[src/rtl/sensor_scan_sampler_pkg.sv]
// Shared definitions for the sensor scan sampler and the relay supervisors that consume its samples.
// Holds the scan FSM state encoding, the clog2 helper and the sample record widths.
package sensor_scan_sampler_pkg;

    function automatic int clog2(input int value);
        int r;
        r = 0;
        while ((1 << r) < value) r++;
        return r;
    endfunction

    localparam int SEN_W    = 10;
    localparam int SCAN_CH  = 4;
    localparam int CH_IDX_W = clog2(SCAN_CH);

    localparam logic [2:0] ST_IDLE   = 3'd0;
    localparam logic [2:0] ST_SELECT = 3'd1;
    localparam logic [2:0] ST_START  = 3'd2;
    localparam logic [2:0] ST_WAIT   = 3'd3;
    localparam logic [2:0] ST_EMIT   = 3'd4;

endpackage

[src/rtl/sensor_scan_sampler_adc_handshake.sv]
// ADC start/done handshake: registered start strobe, WAIT-cycle counter and the
// done-versus-timeout decision reported back to the scan FSM.
module adc_handshake
    import sensor_scan_sampler_pkg::*;
#(
    parameter int W_SEN   = SEN_W,
    parameter int TIMEOUT = 8
) (
    input  logic             clk_16ms,
    input  logic             rst,
    input  logic [2:0]       fsm_state,
    input  logic [2:0]       fsm_state_next,
    input  logic             adc_done,
    input  logic [W_SEN-1:0] adc_data,
    output logic             adc_start,
    output logic             conv_ok,
    output logic [W_SEN-1:0] conv_data,
    output logic             conv_timeout
);

    localparam int TO_W = clog2(TIMEOUT + 1);
    localparam logic [TO_W-1:0] LAST_WAIT = TO_W'(TIMEOUT - 1);

    logic [TO_W-1:0] wait_cnt_q, wait_cnt_d;
    logic            adc_start_q, adc_start_d;
    logic            in_wait;

    // A done pulse on the final WAIT cycle still counts as a good conversion.
    always_comb begin
        in_wait      = (fsm_state == ST_WAIT);
        wait_cnt_d   = in_wait ? wait_cnt_q + 1'b1 : '0;
        adc_start_d  = (fsm_state_next == ST_START);
        conv_ok      = in_wait && adc_done;
        conv_timeout = in_wait && !adc_done && (wait_cnt_q == LAST_WAIT);
        conv_data    = adc_data;
    end

    always_ff @(posedge clk_16ms or posedge rst) begin
        if (rst) begin
            wait_cnt_q  <= '0;
            adc_start_q <= 1'b0;
        end else begin
            wait_cnt_q  <= wait_cnt_d;
            adc_start_q <= adc_start_d;
        end
    end

    assign adc_start = adc_start_q;

endmodule

[src/rtl/sensor_scan_sampler.sv]
// Scans N_CH sensor channels through an analog mux and a start/done ADC, averaging
// 2**AVG_LOG2 conversions per channel and strobing each result with a one-hot enable.
module sensor_scan_sampler
    import sensor_scan_sampler_pkg::*;
#(
    parameter int N_CH     = SCAN_CH,
    parameter int W_SEN    = SEN_W,
    parameter int AVG_LOG2 = 2,
    parameter int SETTLE   = 2,
    parameter int TIMEOUT  = 8
) (
    input  logic                     clk_16ms,
    input  logic                     rst,
    input  logic                     run,
    input  logic                     clr_err,
    input  logic                     adc_done,
    input  logic [W_SEN-1:0]         adc_data,
    output logic                     adc_start,
    output logic [clog2(N_CH)-1:0]   mux_sel,
    output logic [W_SEN-1:0]         sample_out,
    output logic [clog2(N_CH)-1:0]   sample_ch,
    output logic                     sample_valid,
    output logic [N_CH-1:0]          enable_out,
    output logic                     scan_done,
    output logic [N_CH-1:0]          adc_timeout_err
);

    localparam int CH_W   = clog2(N_CH);
    localparam int ACC_W  = W_SEN + AVG_LOG2;
    localparam int SET_W  = clog2(SETTLE + 1);
    localparam int SCNT_W = AVG_LOG2 + 1;
    localparam logic [CH_W-1:0]   LAST_CH     = CH_W'(N_CH - 1);
    localparam logic [SET_W-1:0]  LAST_SETTLE = SET_W'(SETTLE - 1);
    localparam logic [SCNT_W-1:0] LAST_CONV   = SCNT_W'((1 << AVG_LOG2) - 1);

    logic [2:0]        state_q, state_d;
    logic [CH_W-1:0]   ch_q, ch_d, ch_nxt;
    logic [SET_W-1:0]  settle_q, settle_d;
    logic [SCNT_W-1:0] scnt_q, scnt_d;
    logic [ACC_W-1:0]  acc_q, acc_d;
    logic [N_CH-1:0]   err_q, err_d;
    logic [CH_W-1:0]   mux_sel_q, mux_sel_d;
    logic [W_SEN-1:0]  sample_out_q, sample_out_d;
    logic [CH_W-1:0]   sample_ch_q, sample_ch_d;
    logic              sample_valid_q, sample_valid_d;
    logic [N_CH-1:0]   enable_out_q, enable_out_d;
    logic              scan_done_q, scan_done_d;

    logic              conv_ok, conv_timeout;
    logic [W_SEN-1:0]  conv_data;

    function automatic logic [W_SEN-1:0] avg_trunc(input logic [ACC_W-1:0] acc);
        return W_SEN'(acc >> AVG_LOG2);
    endfunction

    adc_handshake #(
        .W_SEN   (W_SEN),
        .TIMEOUT (TIMEOUT)
    ) u_adc_handshake (
        .clk_16ms       (clk_16ms),
        .rst            (rst),
        .fsm_state      (state_q),
        .fsm_state_next (state_d),
        .adc_done       (adc_done),
        .adc_data       (adc_data),
        .adc_start      (adc_start),
        .conv_ok        (conv_ok),
        .conv_data      (conv_data),
        .conv_timeout   (conv_timeout)
    );

    always_comb begin
        ch_nxt   = (ch_q == LAST_CH) ? '0 : ch_q + 1'b1;
        state_d  = state_q;
        ch_d     = ch_q;
        settle_d = settle_q;
        scnt_d   = scnt_q;
        acc_d    = acc_q;
        err_d    = clr_err ? '0 : err_q;

        case (state_q)
            ST_IDLE: begin
                if (run) state_d = ST_SELECT;
            end
            ST_SELECT: begin
                if (settle_q == LAST_SETTLE) state_d = ST_START;
                else                         settle_d = settle_q + 1'b1;
            end
            ST_START: begin
                state_d = ST_WAIT;
            end
            ST_WAIT: begin
                if (conv_ok) begin
                    acc_d   = acc_q + ACC_W'(conv_data);
                    scnt_d  = scnt_q + 1'b1;
                    state_d = (scnt_q == LAST_CONV) ? ST_EMIT : ST_START;
                end else if (conv_timeout) begin
                    // Abandon the channel: flag it, drop the partial sum, move on.
                    err_d[ch_q] = 1'b1;
                    ch_d        = ch_nxt;
                    state_d     = run ? ST_SELECT : ST_IDLE;
                end
            end
            ST_EMIT: begin
                ch_d    = ch_nxt;
                state_d = run ? ST_SELECT : ST_IDLE;
            end
            default: state_d = ST_IDLE;
        endcase

        if (state_d == ST_SELECT && state_q != ST_SELECT) begin
            acc_d    = '0;
            scnt_d   = '0;
            settle_d = '0;
        end

        // Outputs are registered, so they are computed from the state being entered.
        sample_valid_d = (state_d == ST_EMIT);
        enable_out_d   = sample_valid_d ? (N_CH'(1) << ch_q) : '0;
        scan_done_d    = sample_valid_d && (ch_q == LAST_CH);
        sample_out_d   = sample_valid_d ? avg_trunc(acc_d) : sample_out_q;
        sample_ch_d    = sample_valid_d ? ch_q : sample_ch_q;
        mux_sel_d      = (state_d == ST_SELECT) ? ch_d : mux_sel_q;
    end

    always_ff @(posedge clk_16ms or posedge rst) begin
        if (rst) begin
            state_q        <= ST_IDLE;
            ch_q           <= '0;
            settle_q       <= '0;
            scnt_q         <= '0;
            err_q          <= '0;
            mux_sel_q      <= '0;
            sample_out_q   <= '0;
            sample_ch_q    <= '0;
            sample_valid_q <= 1'b0;
            enable_out_q   <= '0;
            scan_done_q    <= 1'b0;
        end else begin
            state_q        <= state_d;
            ch_q           <= ch_d;
            settle_q       <= settle_d;
            scnt_q         <= scnt_d;
            err_q          <= err_d;
            mux_sel_q      <= mux_sel_d;
            sample_out_q   <= sample_out_d;
            sample_ch_q    <= sample_ch_d;
            sample_valid_q <= sample_valid_d;
            enable_out_q   <= enable_out_d;
            scan_done_q    <= scan_done_d;
        end
    end

    // The accumulator is cleared on every SELECT entry, so it needs no reset.
    always_ff @(posedge clk_16ms) begin
        acc_q <= acc_d;
    end

    assign mux_sel         = mux_sel_q;
    assign sample_out      = sample_out_q;
    assign sample_ch       = sample_ch_q;
    assign sample_valid    = sample_valid_q;
    assign enable_out      = enable_out_q;
    assign scan_done       = scan_done_q;
    assign adc_timeout_err = err_q;

endmodule

[config.mk]
export PLATFORM = sky130hd
export DESIGN_NAME = sensor_scan_sampler
export DESIGN_NICKNAME = d
export VERILOG_FILES = /design/src/rtl/sensor_scan_sampler_pkg.sv /design/src/rtl/sensor_scan_sampler_adc_handshake.sv /design/src/rtl/sensor_scan_sampler.sv
export SDC_FILE = /design/constraint.sdc
export NUM_CORES = 1
export LEC_CHECK = 0
export CAP_MARGIN = 20
export CORE_ASPECT_RATIO = 0.5
export CORE_MARGIN = 8
export CORE_UTILIZATION = 50
export CTS_BUF_LIST = sky130_fd_sc_hd__clkbuf_8
export DETAILED_ROUTE_END_ITERATION = 8
export GPL_TIMING_DRIVEN = 0
export PLACE_DENSITY = 0.75
export SLEW_MARGIN = 25
export SYNTH_ARGS = -nofsm -noshare
export SYNTH_HDL_FRONTEND = slang
export SYNTH_SLANG_ARGS = --single-unit
[constraint.sdc]
create_clock -name clk_16ms -period 2.3 [get_ports clk_16ms]
set_input_delay 0.46 -clock clk_16ms [delete_from_list [all_inputs] [get_ports clk_16ms]]
set_output_delay 0.46 -clock clk_16ms [all_outputs]
set_load 0.02 [all_outputs]
==> results.json, run 1 <==
{
  "cp_common_cell": "o21ai_1",
  "cts_tree": "yes",
  "hpwl_um": 4000,
  "cts_buffers": 5,
  "crit_path_top_delay_cell": "clkdlybuf4s50_1",
  "fin_worst_skew_ps": 8.69,
  "mostFrequentLayoutCells": "nand2_1, clkdlybuf4s50_1, dfrtp_1",
  "clkPwrFrac_pct": 19.2,
  "crit_path_end_kind": "register",
  "clock_path_buffers": 2,
  "via_per_inst": 5.21,
  "synth-seq-cells": 50,
  "ctsHoldBuffers": 0,
  "synth_top_area_cell": "dfrtp_1",
  "wl_um": 5320,
  "vias": 1926,
  "seq_power_share_pct": 34.5,
  "synth_edf_count": 0,
  "worstPathRequired_ps": 2500,
  "switching_share_pct": 37.9,
  "synth_area_per_cell_um2": 10.0,
  "dpl.cell_count": 362,
  "gp_congestion": 0.797,
  "path_clk_slew_ps": 90,
  "internal_power_mw": 2.38,
  "power_density_mw_per_mm2": 1210,
  "area_delta_synth_final_pct": 25.0,
  "dp_slack_ps": -389,
  "start_kind": "primary input",
  "syn_inst": 253,
  "rows": 18,
  "synth_ff_type": "dfrtp_1",
  "nNetsFinal": 333,
  "synthTopCellsByArea": "dfrtp_1, dfxtp_1, ha_1",
  "p_sw_mw": 1.45,
  "cts_root_buf": "clkbuf_8",
  "grt_max_degree": 39,
  "leakagePower_nw": 1.50,
  "crit_buf_inv": 2,
  "cp_cell_sequence": "clkdlybuf4s50_1 -> ha_1 -> inv_1 -> fa_2 -> nor2b_2 -> o2111ai_2 -> a21oi_1 -> o21ai_1 -> xor2_1 -> o21ai_1",
  "cap_violations": 0,
  "ys_seq_area_share_pct": 46.9,
  "combPwrFrac_pct": 46.3,
  "antenna_cells": 0,
  "fin_cells": 370,
  "drive_gt1_share_pct": 13.0,
  "post-route-period-util_pct": 96.3,
  "drt_iter0_markers": 78,
  "cp_max_fo": 3,
  "fillers": 424,
  "slew_violations": 0,
  "yosysUniqueCellTypes": 50,
  "port_buffers": 39,
  "htree_levels": 2,
  "slowest_delay_ps": 470,
  "drt-pass1-iter-count": 4,
  "hp-class": "reg2reg",
  "dpl_cell_area_mm2": 0.00302,
  "whs_ps": 468,
  "route.detailed.drc": 0,
  "fin_crit_ps": 2220,
  "grt_pass1_vias": 1919,
  "dieHeight_um": 66.4,
  "overflow": 0,
  "io_pins": 40,
  "crit_arrival_ps": 2410,
  "finalHoldViolCount": 0,
  "setup_ws_ps": 84.1,
  "critPathTopFamily": "adder cells",
  "path_class": "in2reg",
  "layout_commonest_cell": "nand2_1",
  "fin_tns_setup_ps": 0,
  "clkLatencyLatePin_ps": 300,
  "yosysTopAreaCellShare_pct": 37.4,
  "ir_worst_vdd_uv": 559,
  "worst_slew_pin_slew_ps": 779,
  "start_util_pct": 51.8,
  "post-route-util_pct": 64.8,
  "postRouteAntennaNets": 0,
  "max_clock_freq_mhz": 451,
  "core-area_mm2": 0.00491,
  "grt_pass1_wl_um": 8870,
  "rsz0062_at_grt": "true",
  "design_area_mm2": 0.00318,
  "synth_fp_nets": 287,
  "yosysWarnings": 0,
  "setup_viol": 0,
  "outcome": "completed",
  "antenna_found_initial": 0,
  "async_reset_ff_share_pct": 76.0,
  "die-area_mm2": 0.00776,
  "wl_per_cell_um": 14.4,
  "max_slew_margin_pct": 48.0,
  "clkSinkCount": 50,
  "grt_usage_pct": 14.6,
  "power.total_mw": 3.83,
  "die_w_um": 117,
  "r2r_slack_ps": 380,
  "synth_area_mm2": 0.00254
}
flip-flops by register name, indices dropped and copies added, names as in the netlist, 3 cells and up:
name / flops
sample_out: 10
scnt_q: 3
state_q: 3
enable_out: 4
adc_timeout_err: 4
u_adc_handshake.wait_cnt_q: 4
acc_q: 12
worst min-delay path: cells and delay by family (launching register included):
kind | cells | cell delay, ps
flip-flops | 1 | 350
AND/OR/NAND/NOR | 2 | 100
power by group through the flow:
stage / clock network [mW] / registers, mW / logic, mW
floorplan: 0 / 1.42 / 1.15
global placement: 0 / 1.33 / 1.67
detailed placement: 0 / 1.34 / 1.72
CTS: 0.748 / 1.32 / 1.76
global route: 0.790 / 1.36 / 1.98
finish: 0.735 / 1.32 / 1.78
worst paths after layout:
| path | start | endpoint | cells after the start |
|---|---|---|---|
| min in group asynchronous | rst | enable_out[2] | 2 |
| min | sample_out[1] | sample_out[1] | 2 |
| min reg2reg | sample_out[1] | sample_out[1] | 2 |
| max | adc_data[0] | sample_out[8] | 10 |
| max in group asynchronous | rst | sample_out[5] | 2 |
| max reg2reg | acc_q[0] | sample_out[8] | 9 |
kinds of logic after synthesis:
logic type / share of synthesized area [%]
AND/OR/NAND/NOR: 16.2
AO/OA/AOI/OAI: 16.4
flip-flops: 46.9
buffers and inverters: 4.53
adder cells (fa/ha/maj): 9.65
XOR/XNOR: 4.13
multiplexers: 2.21
metal layers:
layer	up-vias	routed length [um]	GRT usage, %
met3	6	185	3.19
met2	26	2620	26.2
met1	922	2450	17.2
met4	0	59	4.42
met5	-	0	0
li1	972	-	-
final cells by class:
type                       count  area [um2]  share of cell area (%)
inverter                      12        47.5                    1.50
multi-input combinational    181        1260                    39.6
clock buffer                   5        68.8                    2.16
timing repair buffer          39         390                    12.3
sequential                    50        1190                    37.5
tap                           70        87.6                    2.75
buffer                        10        67.6                    2.13
clock inverter                 3        68.8                    2.16
synthesized netlist by cell type, types with 2 or more instances:
master,n
nand2_1,41
dfrtp_1,38
ha_1,18
nor2_1,18
a21oi_1,15
dfxtp_1,12
o21ai_1,11
inv_1,9
and3_1,7
a22o_1,6
xnor2_1,6
xor2_1,6
a21o_1,5
buf_4,5
a211oi_1,4
mux2_1,4
buf_2,3
nand3_1,3
nor3_1,3
o21ai_0,3
a211o_1,2
a21oi_2,2
inv_2,2
o211ai_1,2
o22ai_1,2
or3_1,2
timing repair:
action,4_1_cts,5_1_grt
endpoints found under the setup margin,4,5
pin swaps,2,2
resized for setup,3,3
setup buffers,0,0
Note: power is estimated with default switching activity, not from simulation.
==> inputs of run 2 (changes only) <==
GPL_TIMING_DRIVEN = 1   (was 0)
==> run 2 against run 1 <==
Net effect: combinational power barely moved; clock skew fell by 2.1 ps; utilization rose by 0.59 points; critical path type unchanged.
==> results.json, run 2 (synthesis gave the netlist of run 1 again) <==
{
  "outcome": "completed",
  "mostFrequentLayoutCells": "nand2_1, clkdlybuf4s50_1, dfrtp_1",
  "setup.worst_path.start": "adc_data[1]",
  "cts_setup_buffers": 0,
  "crit_path_end_kind": "register",
  "htree_levels": 2,
  "fin_worst_skew_ps": 6.54,
  "crit_arrival_ps": 2380,
  "dieHeight_um": 66.4,
  "antenna_found_initial": 0,
  "max_slew_margin_pct": 67.4,
  "worstPathRequired_ps": 2500,
  "path_clk_slew_ps": 100,
  "fin_crit_ps": 2180,
  "cts_root_buf": "clkbuf_8",
  "wl_um": 5400,
  "grt_max_degree": 39,
  "gp_congestion": 0.792,
  "r2r-start": "acc_q[1]",
  "crit_buf_inv": 1,
  "clock_path_buffers": 2,
  "vias": 1947,
  "grt_pass1_wl_um": 8820,
  "path_class": "in2reg",
  "start_util_pct": 51.8,
  "rsz0062_at_grt": "false",
  "power_density_mw_per_mm2": 1180,
  "wl_met2_um": 2620,
  "drive_gt1_share_pct": 14.1,
  "cts_buffers": 5,
  "wl_per_cell_um": 14.4,
  "clkSinkCount": 50,
  "top_layer": "met4",
  "drt_iter0_markers": 60,
  "port_buffers": 39,
  "r2r_slack_ps": 390,
  "grt_usage_pct": 14.3,
  "overflow": 0,
  "whs_ps": 464,
  "fin_cells": 376,
  "die_w_um": 117,
  "ctsHoldBuffers": 0,
  "rr_endpoint": "acc_q[9]",
  "clkLatencyLatePin_ps": 300,
  "fillers": 418,
  "met3_length_um": 223,
  "leakagePower_nw": 1.52,
  "nNetsFinal": 339,
  "drt-pass1-iter-count": 4,
  "setup_viol": 0,
  "die-area_mm2": 0.00776,
  "antenna_cells": 0,
  "finalHoldViolCount": 0,
  "postRouteAntennaNets": 0,
  "cp_num_cells": 8,
  "r2r_cells": 7,
  "area_delta_synth_final_pct": 26.2,
  "hp-class": "reg2reg",
  "max_clock_freq_mhz": 458,
  "worstSetupEndpoint": "acc_q[9]",
  "route.detailed.drc": 0,
  "slew_violations": 0,
  "largest_register": "acc_q",
  "dpl.cell_count": 368,
  "start_kind": "primary input",
  "via_per_inst": 5.18,
  "core-area_mm2": 0.00491,
  "slowest_delay_ps": 430,
  "whs_path_depth": 2,
  "cp_max_fo": 3,
  "crit_path_top_delay_cell": "clkdlybuf4s50_1",
  "io_pins": 40,
  "power.total_mw": 3.78,
  "post_cts_resized": 0,
  "layout_commonest_cell": "nand2_1",
  "critPathTopFamily": "compound AO/OA/AOI/OAI gates",
  "largest_register_ffs": 12,
  "cap_violations": 0,
  "ir_worst_vdd_uv": 586,
  "m1WireLength_um": 2470,
  "hpwl_um": 3990,
  "grt_pass1_vias": 1913,
  "cts_tree": "yes",
  "post-route-period-util_pct": 94.9,
  "rows": 18,
  "cp_cell_sequence": "clkdlybuf4s50_1 -> ha_1 -> a211oi_1 -> o21bai_1 -> o21ai_1 -> nand2_1 -> xnor2_1 -> o22ai_1",
  "worst_slew_pin_slew_ps": 489
}
## run 2: cell count changes in the layout (fill, tap and decap cells not counted), sizes merged
cell and change:
buf +7, clkinvlp +2, bufinv -1, clkbuf -1, clkinv -1
## run 2: routing by layer
metal	global-route usage, %	vias to the layer above
met5	0	-
met4	5.06	0
met3	3.19	9
met2	24.8	41
met1	17.4	918
li1	-	979
## run 2: layout make-up
class                   instances  area (um2)  area share (%)
multi-input cells             181        1240            38.8
flip-flops and latches         50        1190            37.1
repair buffers                 55         523            16.3
well taps                      70        87.6            2.73
clock buffers                   5        68.8            2.15
inverters                      12        47.5            1.48
clock inverters                 3        45.0            1.40
## run 2: worst min-delay path by stage
| stage | start | to | slack, ps |
|---|---|---|---|
| final | acc_q[4] | acc_q[4] | 460 |
| after global routing | acc_q[4] | acc_q[4] | 490 |
| after CTS | acc_q[2] | acc_q[2] | 470 |
| after detailed placement | acc_q[4] | acc_q[4] | 450 |
| after global placement | u_adc_handshake.wait_cnt_q[0] | u_adc_handshake.wait_cnt_q[0] | 450 |
| after floorplan | u_adc_handshake.wait_cnt_q[0] | u_adc_handshake.wait_cnt_q[0] | 430 |
## run 2: worst register-to-register path, cell delays in order, from the launching register on
cell and delay (ps):
dfxtp_1 340, ha_1 290, a211oi_1 290, o21bai_1 200, o21ai_1 250, nand2_1 110
xnor2_1 230, o22ai_1 100
## run 2: where the power goes
part	switching, mW	internal [mW]	total [mW]	leakage (nW)
clock network	0.309	0.324	0.633	0.0504
logic	0.971	0.839	1.81	0.881
registers	0.188	1.15	1.34	0.587
total	1.47	2.32	3.78	1.52
## run 2: stage by stage
stage | instance area (um2) | setup slack [ps] | setup TNS, ps | util (%)
final | 3210 | 117 | 0 | 65.3
after global routing | 3210 | 23.5 | 0 | 65.3
after CTS | 3200 | 33.7 | 0 | 65.2
after detailed placement | 3090 | -287 | -2330 | 62.8
after global placement | 3090 | -207 | -1630 | 62.8
after floorplan | 2540 | 315 | 0 | -
